[src/rtl/fetch_unit.sv]
// fetch_unit: instruction fetch stage.
// Holds the program counter, issues one instruction-memory request at a time
// over a valid/ready handshake, presents the returned instruction until the
// core commits it, then steps to PC+4 or to the controller-selected target.
// A misaligned next PC parks the stage in a sticky fault until reset.
//
// Ports:
//   clk, reset_n          clock, synchronous active-low reset
//   PCSrc, PCTarget       redirect select / target, sampled on commit only
//   Advance               core commits the presented instruction
//   imem_req_valid/ready  fetch request handshake, imem_addr = PC
//   imem_rsp_valid/data   fetch response, accepted only while waiting
//   Instr, PC, PCPlus4    presented instruction, its address, address + 4
//   InstrValid            Instr/PC valid and awaiting commit
//   Fault                 sticky misaligned-target fault
//   RetireCount           committed instruction count (wraps)
module fetch_unit #(
    parameter logic [31:0] RESET_PC = 32'h0000_0000
) (
    input  logic        clk,
    input  logic        reset_n,
    input  logic        PCSrc,
    input  logic [31:0] PCTarget,
    input  logic        Advance,
    output logic        imem_req_valid,
    input  logic        imem_req_ready,
    output logic [31:0] imem_addr,
    input  logic        imem_rsp_valid,
    input  logic [31:0] imem_rsp_data,
    output logic [31:0] Instr,
    output logic [31:0] PC,
    output logic [31:0] PCPlus4,
    output logic        InstrValid,
    output logic        Fault,
    output logic [31:0] RetireCount
);

    localparam int unsigned XLEN = 32;
    localparam logic [XLEN-1:0] NOP_INSTR = 32'h0000_0013;
    localparam logic [XLEN-1:0] PC_STEP   = 32'd4;

    typedef enum logic [2:0] {
        IDLE  = 3'd0,
        REQ   = 3'd1,
        WAIT  = 3'd2,
        VALID = 3'd3,
        FAULT = 3'd4
    } state_e;

    state_e            state_q,       state_d;
    logic [XLEN-1:0]   pc_q,          pc_d;
    logic [XLEN-1:0]   pc_plus4_q,    pc_plus4_d;
    logic [XLEN-1:0]   instr_q,       instr_d;
    logic [XLEN-1:0]   retire_q,      retire_d;
    logic              fault_q,       fault_d;
    logic              req_valid_q,   req_valid_d;
    logic              instr_valid_q, instr_valid_d;
    logic [XLEN-1:0]   next_pc;

    // State register and datapath flops
    always_ff @(posedge clk) begin
        if (!reset_n) begin
            state_q       <= IDLE;
            pc_q          <= RESET_PC;
            pc_plus4_q    <= RESET_PC + PC_STEP;
            instr_q       <= NOP_INSTR;
            retire_q      <= '0;
            fault_q       <= 1'b0;
            req_valid_q   <= 1'b0;
            instr_valid_q <= 1'b0;
        end else begin
            state_q       <= state_d;
            pc_q          <= pc_d;
            pc_plus4_q    <= pc_plus4_d;
            instr_q       <= instr_d;
            retire_q      <= retire_d;
            fault_q       <= fault_d;
            req_valid_q   <= req_valid_d;
            instr_valid_q <= instr_valid_d;
        end
    end

    // Next-state and next-datapath logic
    always_comb begin
        state_d  = state_q;
        pc_d     = pc_q;
        instr_d  = instr_q;
        retire_d = retire_q;
        fault_d  = fault_q;
        next_pc  = PCSrc ? PCTarget : pc_q + PC_STEP;

        case (state_q)
            IDLE: state_d = REQ;
            REQ: begin
                if (imem_req_ready) begin
                    state_d = WAIT;
                end
            end
            WAIT: begin
                if (imem_rsp_valid) begin
                    instr_d = imem_rsp_data;
                    state_d = VALID;
                end
            end
            VALID: begin
                if (Advance) begin
                    // The instruction retires even when its successor faults
                    retire_d = retire_q + 32'd1;
                    if (next_pc[1:0] != 2'b00) begin
                        fault_d = 1'b1;
                        state_d = FAULT;
                    end else begin
                        pc_d    = next_pc;
                        state_d = REQ;
                    end
                end
            end
            FAULT:   state_d = FAULT;
            default: state_d = IDLE;
        endcase

        // Outputs are decoded from the next state so they leave a flop
        req_valid_d   = (state_d == REQ);
        instr_valid_d = (state_d == VALID);
        pc_plus4_d    = pc_d + PC_STEP;
    end

    assign imem_req_valid = req_valid_q;
    assign imem_addr      = pc_q;
    assign Instr          = instr_q;
    assign PC             = pc_q;
    assign PCPlus4        = pc_plus4_q;
    assign InstrValid     = instr_valid_q;
    assign Fault          = fault_q;
    assign RetireCount    = retire_q;

endmodule

[config.mk]
export PLATFORM = sky130hd
export DESIGN_NAME = fetch_unit
export DESIGN_NICKNAME = d
export VERILOG_FILES = /design/src/rtl/fetch_unit.sv
export SDC_FILE = /design/constraint.sdc
export NUM_CORES = 1
export LEC_CHECK = 0
export BUFFER_PORTS_ARGS = -buffer_cell sky130_fd_sc_hd__buf_2
export CORE_ASPECT_RATIO = 0.5
export CORE_MARGIN = 3
export CORE_UTILIZATION = 55
export CTS_CLUSTER_DIAMETER = 80
export DETAILED_ROUTE_END_ITERATION = 6
export GPL_TIMING_DRIVEN = 0
export PLACE_DENSITY = 0.87
export SLEW_MARGIN = 0
export SYNTH_ARGS = -nofsm -noshare
export SYNTH_HDL_FRONTEND = slang
export SYNTH_SLANG_ARGS = --single-unit
[constraint.sdc]
create_clock -name clk -period 8.8 [get_ports clk]
set_clock_uncertainty 0.1 [all_clocks]
set_input_delay 0.44 -clock clk [delete_from_list [all_inputs] [get_ports clk]]
set_output_delay 0.44 -clock clk [all_outputs]
set_load 0.005 [all_outputs]
==> impl_results.md, run 1 <==
* Run status: finished, final reports clean
* CP Depth at 11
* Post-synth top cells: 132 x dfxtp_1, 110 x nand2_1, 84 x nor2_1
* # rows at 27
* Slew headroom at 12.4%
* CP Max Fanout at 10
* Worst VDD drop at ~0.00013 V
* Critical path startpoint category: flip-flop
* Int Pwr at 1.04 mW
* Die width at 162 µm
* FF+latch count, synth at 132
* Worst setup endpoint: PCPlus4[26]
* Post-Syn Area per Cell at 8.04 µm²
* Die height at 84.2 µm
* DRC at 0
* Worst path arrival time at roughly 5.6 ns
* Flop pwr share at ~44%
* GRT Total Usage at 30.8%
* TritonCTS clock tree: done
* Crit-path most repeated cell: clkbuf_1
* Worst-Margin Slew at about 1.3 ns
* Die area at 13,700 µm²
* HPWL after DPL at roughly 16 mm
* Top-area cell type share of the netlist area at 39.2%
* Register-to-Register Path Depth at 11
* Final min period at 5.39 ns
* Synth Area in XOR/XNOR at 5.59%
* Yosys warns at 0
* Power Total at 1.38 mW
* Final setup fails at 0
* Clock power share at between 40 and 50%
* Worst setup margin at 3.41 ns
* Clock Path Buffers at 2
* Setup TNS at 0 ns
* Vias/cell at 5.77
* WP buf/inv at 2
* Power density over the cells at 160 nW/µm²
* Comb power frac at 6.4%
* CTS Hold Bufs at 0
* Largest family of logic cells by synthesized area: simple AND/OR/NAND/NOR gates
* 1st-iter DRT viols at 680
* Final ANT Viol Nets at 0
* Reg2Reg Capture Point: PCPlus4[26]
* Clk Latency, worst-skew pair at ~0.42 ns
* Worst min-delay path class: input port to flip-flop
* CP cell instances: nor3_1 > o21ai_2 > clkbuf_1 > o21ai_0 > ha_1 > o221ai_1 > nor4_1 > nand4bb_1 > clkbuf_1 > or3_1 > a21oi_1
* Final Max Slew Viols at 0
* Core area at approximately 11,000 µm²
* Dominant cell type by area after synthesis: dfxtp_1
* Mux share of post-synthesis cell area at roughly 1.3%
* Unrepaired setup endpoints after global routing: false
* Hold Violations, Final at 0
* Crit path required time at 9.04 ns
* Post-Synth Simple-Gate Area at 30.4%
* Cell with the most instances after synthesis: dfxtp_1
* First-pass GRT wire length at 34.2 mm
* DR WL/cell at 17.5 µm
* Synth-to-Final Area Change at 28.5%
* NumNets Final at 1,161
* Synth Area in Compound Gates at roughly 15%
* Critical path capture point type: flip-flop
* # IOs at about 230
* Top post-synthesis cells by area: dfxtp_1 39%, nand2_1 6.1%, nor2_1 4.7%, a21oi_1 4.4%, buf_4 3.8%
* Synth Instances at 837
* CTS clk-pin slew, worst paths at 0.06 ns
* Crit-path max cell delay at 1.05 ns
* Switching power total at around 0.34 mW
* CTS resizes at 0
* Port Buf Inserts at roughly 230
* Post-CTS setup buffer count at 0
* RD Place Congestion at 1.01
* Crit. Startpoint: PC[0]
* H-tree levels at 4
* Max cap viols at 0
* CP top delay family: simple AND/OR/NAND/NOR gates
* Reg2reg setup slack at approximately 3.4 ns
* Hold Slack at 0.132 ns
* Setup CP Type: flip-flop to flip-flop
* Sequential area share after synthesis at 39.2%
* CTS root buffer: clkbuf_16
* Total number of vias at 7,268
* Lkg Pwr at 3.78 nW
* N_diodes at 0
* # clock sinks at 132
* Pre-Repair DR Iteration Count at 5
* Post-synth cell types at 71
* Routed Wire Length at 22.0 mm
* CP max stage cell: nor3_1
* Number of synthesized flops with an enable pin at 0
* Fraction of layout cells with a size suffix above 1 at 30.2%
* Fmax at about 190 MHz
* Net count after synthesis at 910
* Largest net degree at the start of global routing at 17
* Net Sw Frac at 24.8%
* Synthesized cell area at around 6700 µm²
* Post-Synth Adder-Cell Area at less than 1%
* Post-route clock period utilization at 61.3%
* Synth async-reset ratio at 0%
* DP Worst Slack at between 3 and 4 ns
* Initial antenna violation count at 0
* Worst reg2reg path startpoint: PC[0]
* Via count of the first global-routing pass at 6,688
* Main synth FF type: dfxtp_1
* Initial core utilization at 58.8%
* Clock buffers created by TritonCTS at 17
* Grt ovf at 0
==> how the worst min path moves through the flow <==
stage / slack, ns / endpoint / from / cells after the start
global route: 0.15 / Instr[0] / imem_rsp_data[0] / 3
global placement: 0.34 / Instr[9] / Instr[9] / 2
detailed placement: 0.34 / Instr[27] / Instr[27] / 2
CTS: 0.13 / Instr[4] / imem_rsp_data[4] / 3
finish: 0.13 / Instr[4] / imem_rsp_data[4] / 3
floorplan: 0.35 / Instr[10] / Instr[10] / 2
==> sequential cells by signal (all words and copies together), names as in the netlist <==
| name | cells |
|---|---|
| PCPlus4 | 30 |
| Instr | 32 |
| imem_req_valid | 1 |
| state_q | 3 |
| InstrValid | 1 |
| PC | 32 |
| Fault | 1 |
| RetireCount | 32 |
==> placed cells by master (no fill, tap or decap), drive strengths merged, types with 5 or more instances in the layout <==
| cell | Yosys | final |
|---|---|---|
| nor3 | 26 | 26 |
| clkinv | 0 | 6 |
| or3 | 13 | 13 |
| and3 | 9 | 9 |
| or4 | 5 | 5 |
| a21oi | 61 | 61 |
| nand3 | 33 | 33 |
| and2 | 25 | 25 |
| inv | 16 | 21 |
| xnor2 | 16 | 16 |
| o21a | 6 | 6 |
| buf | 52 | 284 |
| o22ai | 14 | 14 |
| a211oi | 7 | 7 |
| clkbuf | 34 | 52 |
| xor2 | 27 | 27 |
| nor2b | 6 | 6 |
| nand2b | 7 | 7 |
| nor4 | 21 | 21 |
| o21ai | 20 | 20 |
| nand4 | 29 | 29 |
| dfxtp | 132 | 132 |
| nand2 | 110 | 110 |
| nor3b | 6 | 6 |
| and4 | 11 | 11 |
| nor2 | 85 | 85 |
==> power by group through the flow <==
stage	Combinational [mW]	Sequential [mW]	Clock [mW]
5_1_grt	0.0952	0.611	0.714
6_report	0.0883	0.610	0.682
4_1_cts	0.0864	0.610	0.685
2_1_floorplan	0.0447	0.623	0
3_3_place_gp	0.0844	0.623	0
3_5_place_dp	0.0858	0.623	0
==> tightest hold or removal path, delay by kind of cell <==
family	cells	cell delay, ns
simple gates	2	0.10
buf+inv	1	0.08
==> stage by stage <==
stage | cell area [µm²] | utilization, % | cells
after floorplan | 6730 | - | 837
after global placement | 8090 | 70.7 | 1228
after detailed placement | 8090 | 70.7 | 1228
after CTS | 8650 | 75.6 | 1259
after global routing | 8650 | 75.6 | 1259
final | 8650 | 75.6 | 1259
==> cell type report <==
type / instances / area, µm²
Buffer: 86 / 485
Clock buffer: 18 / 439
Clock inverter: 13 / 123
Fill cell: 895 / 2800
Inverter: 16 / 60.1
Multi-Input combinational cell: 603 / 3540
Sequential cell: 132 / 2640
Tap cell: 159 / 199
Timing Repair Buffer: 232 / 1160
==> cell families after synthesis <==
kind of cell | after synthesis
compound gates | 150
fa+ha+maj | 3
xor+xnor | 43
buf+inv | 102
flops | 132
simple gates | 399
mux | 8
==> per-layer routing <==
layer  vias up  share of wire, %  GRT usage, %
li1       3435                 -             -
met1      3399                41          38.8
met2       387                46          50.5
met3        47                12          9.91
met4         0               1.8          9.98
met5         -                 0             0
Power figures use the tool's default switching activity.
==> inputs of run 2 (changes only) <==
- CORE_UTILIZATION: 55 -> 46
- PLACE_DENSITY: 0.87 -> 0.77
- clock period: 8.8 -> 4.45 ns (I/O delays scaled with it)
==> run 2 against run 1 <==
  * The flow now finishes with violations (DRC)
  * Count of clock-buffer cells in the layout grew 2
  * Sequential power grew 98%
  * Power grew 99%
  * Worst setup slack lost 3.3 ns
  * Sequential share of layout area shrank 1.3 points
  * Combinational power grew 130%
  * First-iteration DRC count grew 30%
  * Largest cell class unchanged
==> impl_results.md, run 2 (same netlist as run 1, synthesis figures left out) <==
* 1st-iter DRT viols at 885 (+30%)
* Power density over the cells at 304 nW/µm² (+90%)
* Hold Violations, Final at 0 (unchanged)
* Final setup fails at 0 (unchanged)
* Routed Wire Length at 23.4 mm (+6.1%)
* Critical path capture point type: flip-flop
* Final ANT Viol Nets at 0 (unchanged)
* Most common cell after layout, fill and taps aside: buf_2
* Total number of vias at 7,388 (+1.7%)
* CTS clk-pin slew, worst paths at 0.06 ns (about the same)
* Most frequent cells in the layout: 247 x buf_2, 132 x dfxtp_1, 110 x nand2_1
* Worst path arrival time at 4.53 ns (-1.10 ns)
* Die area at 16,200 µm² (+18%)
* Setup CP Type: flip-flop to flip-flop
* CTS root buffer: clkbuf_16
* DRC at 2 (+2)
* Worst-Margin Slew at 1.12 ns (-0.183 ns)
* Clk Latency, worst-skew pair at 0.42 ns (about the same)
* Post-route clock period utilization at 97.3% (+36 points)
* Clock Path Buffers at 2 (unchanged)
* N_diodes at 0 (unchanged)
* Synth-to-Final Area Change at 34.1%
* Critical path startpoint category: flip-flop
* Failing checks: DRC
* TritonCTS clock tree: done
* Die height at 91.5 µm (+8.7%)
* Max cap viols at 0 (unchanged)
* HPWL after DPL at 16.5 mm (+0.27%)
* # IOs at 233 (unchanged)
* Pre-Repair DR Iteration Count at 7 (+2)
* # clock sinks at 132 (unchanged)
* Largest net degree at the start of global routing at 17 (unchanged)
* Initial core utilization at 48.3% (-10 points)
* Fmax at 231 MHz (+25%)
* Die width at 177 µm (+9.0%)
* RD Place Congestion at 0.926 (-8.0%)
* First-pass GRT wire length at 36.3 mm (+6.2%)
* Run status: finished, violations left
* Final Max Slew Viols at 0 (unchanged)
* Vias/cell at 5.58 (-3.4%)
* Initial antenna violation count at 0 (unchanged)
* Final min period at 4.33 ns (-1.06 ns)
* Layout Utilization at 64.9% (-11 points)
* Slew headroom at 25.1% (+13 points)
* Grt ovf at 0 (unchanged)
* Setup TNS at 0 ns (unchanged)
* CP Max Fanout at 9 (-1)
* Clock buffers created by TritonCTS at 17 (unchanged)
* Worst VDD drop at 0.000253 V (+88%)
* DR WL/cell at 17.6 µm (+0.79%)
* Core area at 13,900 µm² (+22%)
* NumNets Final at 1,193 (+2.8%)
* # rows at 30 (+11%)
* Fraction of layout cells with a size suffix above 1 at 29.6% (-0.61 points)
* GRT Total Usage at 27.9% (-2.9 points)
* H-tree levels at 4 (unchanged)
* Via count of the first global-routing pass at 6,962 (+4.1%)
* Port Buf Inserts at 232 (unchanged)
* Crit path required time at 4.65 ns (-4.39 ns)
* Lkg Pwr at 3.90 nW (+3.3%)
* Worst min-delay path class: input port to flip-flop
==> run 2: where the power goes <==
part | total (mW) | internal [mW] | leakage (nW) | switching, mW
sequential | 1.21 | 1.20 | 1.07 | 0.0105
clock | 1.34 | 0.752 | 0.266 | 0.584
combinational | 0.203 | 0.0873 | 2.57 | 0.115
total | 2.75 | 2.04 | 3.90 | 0.709
==> run 2: worst max-delay path, stage by stage (launching register included) <==
cell and delay [ns]:
dfxtp_1 0.56, ha_1 0.40, nand4_1 0.34, nor4_1 0.90, a211oi_1 0.16, nor3_1 0.44, and4_1 0.41, nand2_1 0.15
or3_1 0.42, mux2_1 0.32
==> run 2: per-layer routing <==
metal  part of all wire [%]  vias to the layer above  global-route usage [%]  routed length, µm
li1                       -                     3514                       -                  -
met5                      0                        -                       0                  0
met3                    9.9                       65                    6.22               2310
met2                     45                      399                    45.0              10600
met1                     42                     3410                    36.6               9780
met4                    2.8                        0                    10.3                653
==> run 2: repair_timing <==
action                                  4_1_cts  5_1_grt
hold buffers                                 32        0
buffers inserted                              0        0
endpoints found under the hold margin        32        0
pin swaps                                     0        0
endpoints found under the setup margin       10        5
resized for setup                             2        2
==> run 2: area by class of cell <==
| cell class | count | area [µm²] |
|---|---|---|
| fill | 1240 | 4890 |
| multi-input combinational | 603 | 3570 |
| clock inverter | 12 | 96.3 |
| tap | 192 | 240 |
| sequential | 132 | 2640 |
| inverter | 16 | 60.1 |
| timing repair buffer | 264 | 1480 |
| buffer | 86 | 485 |
| clock buffer | 20 | 457 |
==> run 2: worst paths after layout <==
kind	startpoint	end	slack, ns	depth (start not counted)
setup / recovery	PC[3]	PCPlus4[27]	0.12	9
hold / removal	PCTarget[23]	PC[23]	0.05	3
setup reg to reg	PC[3]	PCPlus4[27]	0.12	9
hold reg to reg	Instr[19]	Instr[19]	0.35	2
==> run 2: per-stage QoR <==
| stage | std cells | instance area, µm² | hold WS, ns | worst slack, ns | total power [mW] |
|---|---|---|---|---|---|
| 5_1_grt | 1325 | 9030 | 0.0945 | -0.00315 | 2.83 |
| 2_1_floorplan | 837 | 6730 | 0.247 | 1.01 | 1.32 |
| 4_1_cts | 1325 | 9020 | 0.0534 | 0.176 | 2.74 |
| 6_report | 1325 | 9030 | 0.0543 | 0.121 | 2.75 |
| 3_5_place_dp | 1261 | 8130 | 0.343 | -0.526 | 1.40 |
| 3_3_place_gp | 1261 | 8130 | 0.338 | -0.559 | 1.40 |
==> inputs of run 3 (changes only) <==
- ABC_AREA: unset -> 0
- CORE_UTILIZATION: 46 -> 45
- CTS_BUF_LIST: unset -> sky130_fd_sc_hd__clkbuf_8
- PLACE_DENSITY: 0.77 -> 0.76
==> run 3 against run 2 <==
  * The flow now finishes without violations
  * Critical endpoint unchanged
  * Via count up 0.70%
  * Sequential share of layout area increased by 0.53 points
  * Critical path depth grew 1
  * Register-to-register slack better by 0.11 ns
  * Count of clock-buffer cells in the layout fell by 2
==> impl_results.md, run 3 (same netlist as run 1, synthesis figures left out) <==
* Synth-to-Final Area Change at 31.8%
* Final setup fails at 0 (unchanged)
* GR peak layer: met2
* Net Sw Frac at 28.8% (+2.9 points)
* Slew headroom at 27.4% (+2.3 points)
* RD Place Congestion at 0.922 (-0.37%)
* # IOs at 233 (unchanged)
* Hold Path Stages at 3 (unchanged)
* Endpoint, Worst Hold: PC[23]
* Final Max Slew Viols at 0 (unchanged)
* Post-route clock period utilization at 94.8% (-2.5 points)
* HPWL after DPL at 16.5 mm (+0.23%)
* Layout Utilization at 63.0% (-1.8 points)
* Port Buf Inserts at 232 (unchanged)
* DP Worst Slack at -0.710 ns (-0.184 ns)
* Routed Wire Length at 23.0 mm (-1.8%)
* Total number of vias at 7,440 (+0.70%)
* Fmax at 237 MHz (+2.6%)
* Via count of the first global-routing pass at 7,082 (+1.7%)
* Worst setup margin at 0.232 ns (+0.111 ns)
* Vias/cell at 5.62 (+0.70%)
* N_diodes at 0 (unchanged)
* GRT Total Usage at 27.3% (-0.63 points)
* Worst VDD drop at 0.000131 V (-48%)
* DR WL/cell at 17.3 µm (-1.8%)
* Int Pwr at 1.71 mW (-16%)
* Die width at 179 µm (+1.1%)
* Worst reg2reg path startpoint: PC[2]
* CTS root buffer: clkbuf_8
* Crit-path max cell delay at 0.52 ns (-0.38 ns)
* CP Max Fanout at 9 (unchanged)
* Initial antenna violation count at 1 (+1)
* Reg2reg setup slack at 0.23 ns (+0.11 ns)
* Worst-Margin Slew at 1.09 ns (-0.0349 ns)
* Clock Path Buffers at 2 (unchanged)
* Most frequent cells in the layout: 247 x buf_2, 131 x dfxtp_1, 110 x nand2_1
* Die area at 16,600 µm² (+2.1%)
* # clock sinks at 132 (unchanged)
* First-pass GRT wire length at 35.8 mm (-1.4%)
* Setup CP Type: flip-flop to flip-flop
* NumNets Final at 1,193 (unchanged)
* Comb power frac at 8.4% (+1.0 points)
* Final min period at 4.22 ns (-0.111 ns)
* CP max stage cell: dfxtp_1
* Design area at 8870 µm² (-1.7%)
* Lkg Pwr at 3.85 nW (-1.5%)
* Fraction of layout cells with a size suffix above 1 at 29.7% (+0.18 points)
* DRC at 0 (-2)
* H-tree levels at 4 (unchanged)
* Placed inst area at 8130 µm² (unchanged)
* Flop pwr share at 50.2% (+6.2 points)
* Met1 Usage GRT at 34.5% (-2.1 points)
* Register-to-Register Path Depth at 10 (+1)
* Pre-Repair DR Iteration Count at 6 (-1)
* Critical path capture point type: flip-flop
* Worst min-delay path class: input port to flip-flop
* Initial core utilization at 47.8% (-0.52 points)
* Clk Latency, worst-skew pair at 0.45 ns (+0.03 ns)
* Worst min-delay path startpoint: PCTarget[23]
* CTS clk-pin slew, worst paths at 0.09 ns (+0.03 ns)
* Core area at 14,100 µm² (+1.1%)
* Run status: finished, final reports clean
* Final ANT Viol Nets at 0 (unchanged)
* 1st-iter DRT viols at 609 (-31%)
* Critical path startpoint category: flip-flop
* Most common cell after layout, fill and taps aside: buf_2
* Largest net degree at the start of global routing at 17 (unchanged)
* Power density over the cells at 271 nW/µm² (-11%)
* Switching power total at 0.691 mW (-2.5%)
* Hold Violations, Final at 0 (unchanged)
* FILL cells at 1,299 (+4.8%)
* Max cap viols at 0 (unchanged)
* Clock power share at 41.5% (-7.2 points)
* Cell count after placement at 1,261 (unchanged)
* Met2 global-route usage at 45.1% (+0.089 points)
* Crit path required time at 4.68 ns (+0.03 ns)
* Reg2Reg Capture Point: PCPlus4[27]
* Unrepaired setup endpoints after global routing: false
* Met3 GRT Util at 6.84% (+0.61 points)
* TritonCTS clock tree: done
* Clock buffers created by TritonCTS at 17 (unchanged)
* Worst path arrival time at 4.45 ns (-0.08 ns)
* Grt ovf at 0 (unchanged)
* # rows at 30 (unchanged)
* Die height at 92.5 µm (+1.0%)
* CP cell instances: ha_1 > nand4_1 > o41a_1 > a41oi_1 > o221ai_1 > nor3b_1 > or4b_1 > clkbuf_1 > or3_1 > mux2_1
* Finished Layout Cells at 1,325 (unchanged)
run 3: changes by cell type in the layout (fill, tap and decap cells not counted), sizes merged:
| cell | change |
|---|---|
| clkbuf | -2 |
| clkinvlp | -1 |
| inv | +3 |
run 3: worst max-delay path: cells and delay by family, from the launching register on:
family / cells / cell delay, ns
fa+ha+maj: 1 / 0.36
compound gates: 3 / 0.99
mux: 1 / 0.32
simple gates: 4 / 1.59
flops: 1 / 0.52
buf+inv: 1 / 0.22
run 3: timing repair:
action                                 in CTS  in global routing
hold buffers                               32                  0
resized for setup                           2                  4
setup buffers                               0                  0
endpoints found under the hold margin      32                  0
setup endpoints to repair                  10                  8
run 3: layer usage:
metal,vias to the layer above,wire length [µm]
li1,3516,-
met1,3461,9490
met2,405,10600
met3,56,2320
met4,2,538
met5,-,46
run 3: final cells by class:
class | count | area, µm² | area share [%]
Multi-Input combinational cell | 603 | 3580 | 40.3
Sequential cell | 132 | 2640 | 29.8
Timing Repair Buffer | 264 | 1480 | 16.7
Buffer | 86 | 485 | 5.47
Clock buffer | 18 | 248 | 2.79
Tap cell | 192 | 240 | 2.71
Clock inverter | 14 | 138 | 1.55
Inverter | 16 | 60.1 | 0.677
run 3: stage by stage:
step | hold slack [ns] | power (mW) | TNS (ns)
finish | 0.0255 | 2.40 | 0
global route | 0.0194 | 2.49 | 0
CTS | 0.0136 | 2.41 | 0
detailed placement | 0.343 | 1.41 | -5.30
global placement | 0.340 | 1.40 | -4.19
floorplan | 0.247 | 1.32 | 0
run 3: worst max-delay path by stage:
stage	endpoint	startpoint	depth (start not counted)	slack (ns)
floorplan	PCPlus4[27]	PC[3]	10	1.01
global placement	PCPlus4[26]	PC[0]	11	-0.60
detailed placement	PCPlus4[26]	PC[0]	11	-0.71
CTS	PCPlus4[26]	PC[0]	11	0.18
global route	PCPlus4[27]	PC[2]	10	0.02
finish	PCPlus4[27]	PC[2]	10	0.23
run 3: power by group through the flow:
stage | registers, mW | logic, mW | clock network, mW
after detailed placement | 1.23 | 0.173 | 0
after global routing | 1.21 | 0.217 | 1.06
after floorplan | 1.23 | 0.0884 | 0
after global placement | 1.23 | 0.171 | 0
after CTS | 1.20 | 0.195 | 1.01
final | 1.21 | 0.201 | 0.996
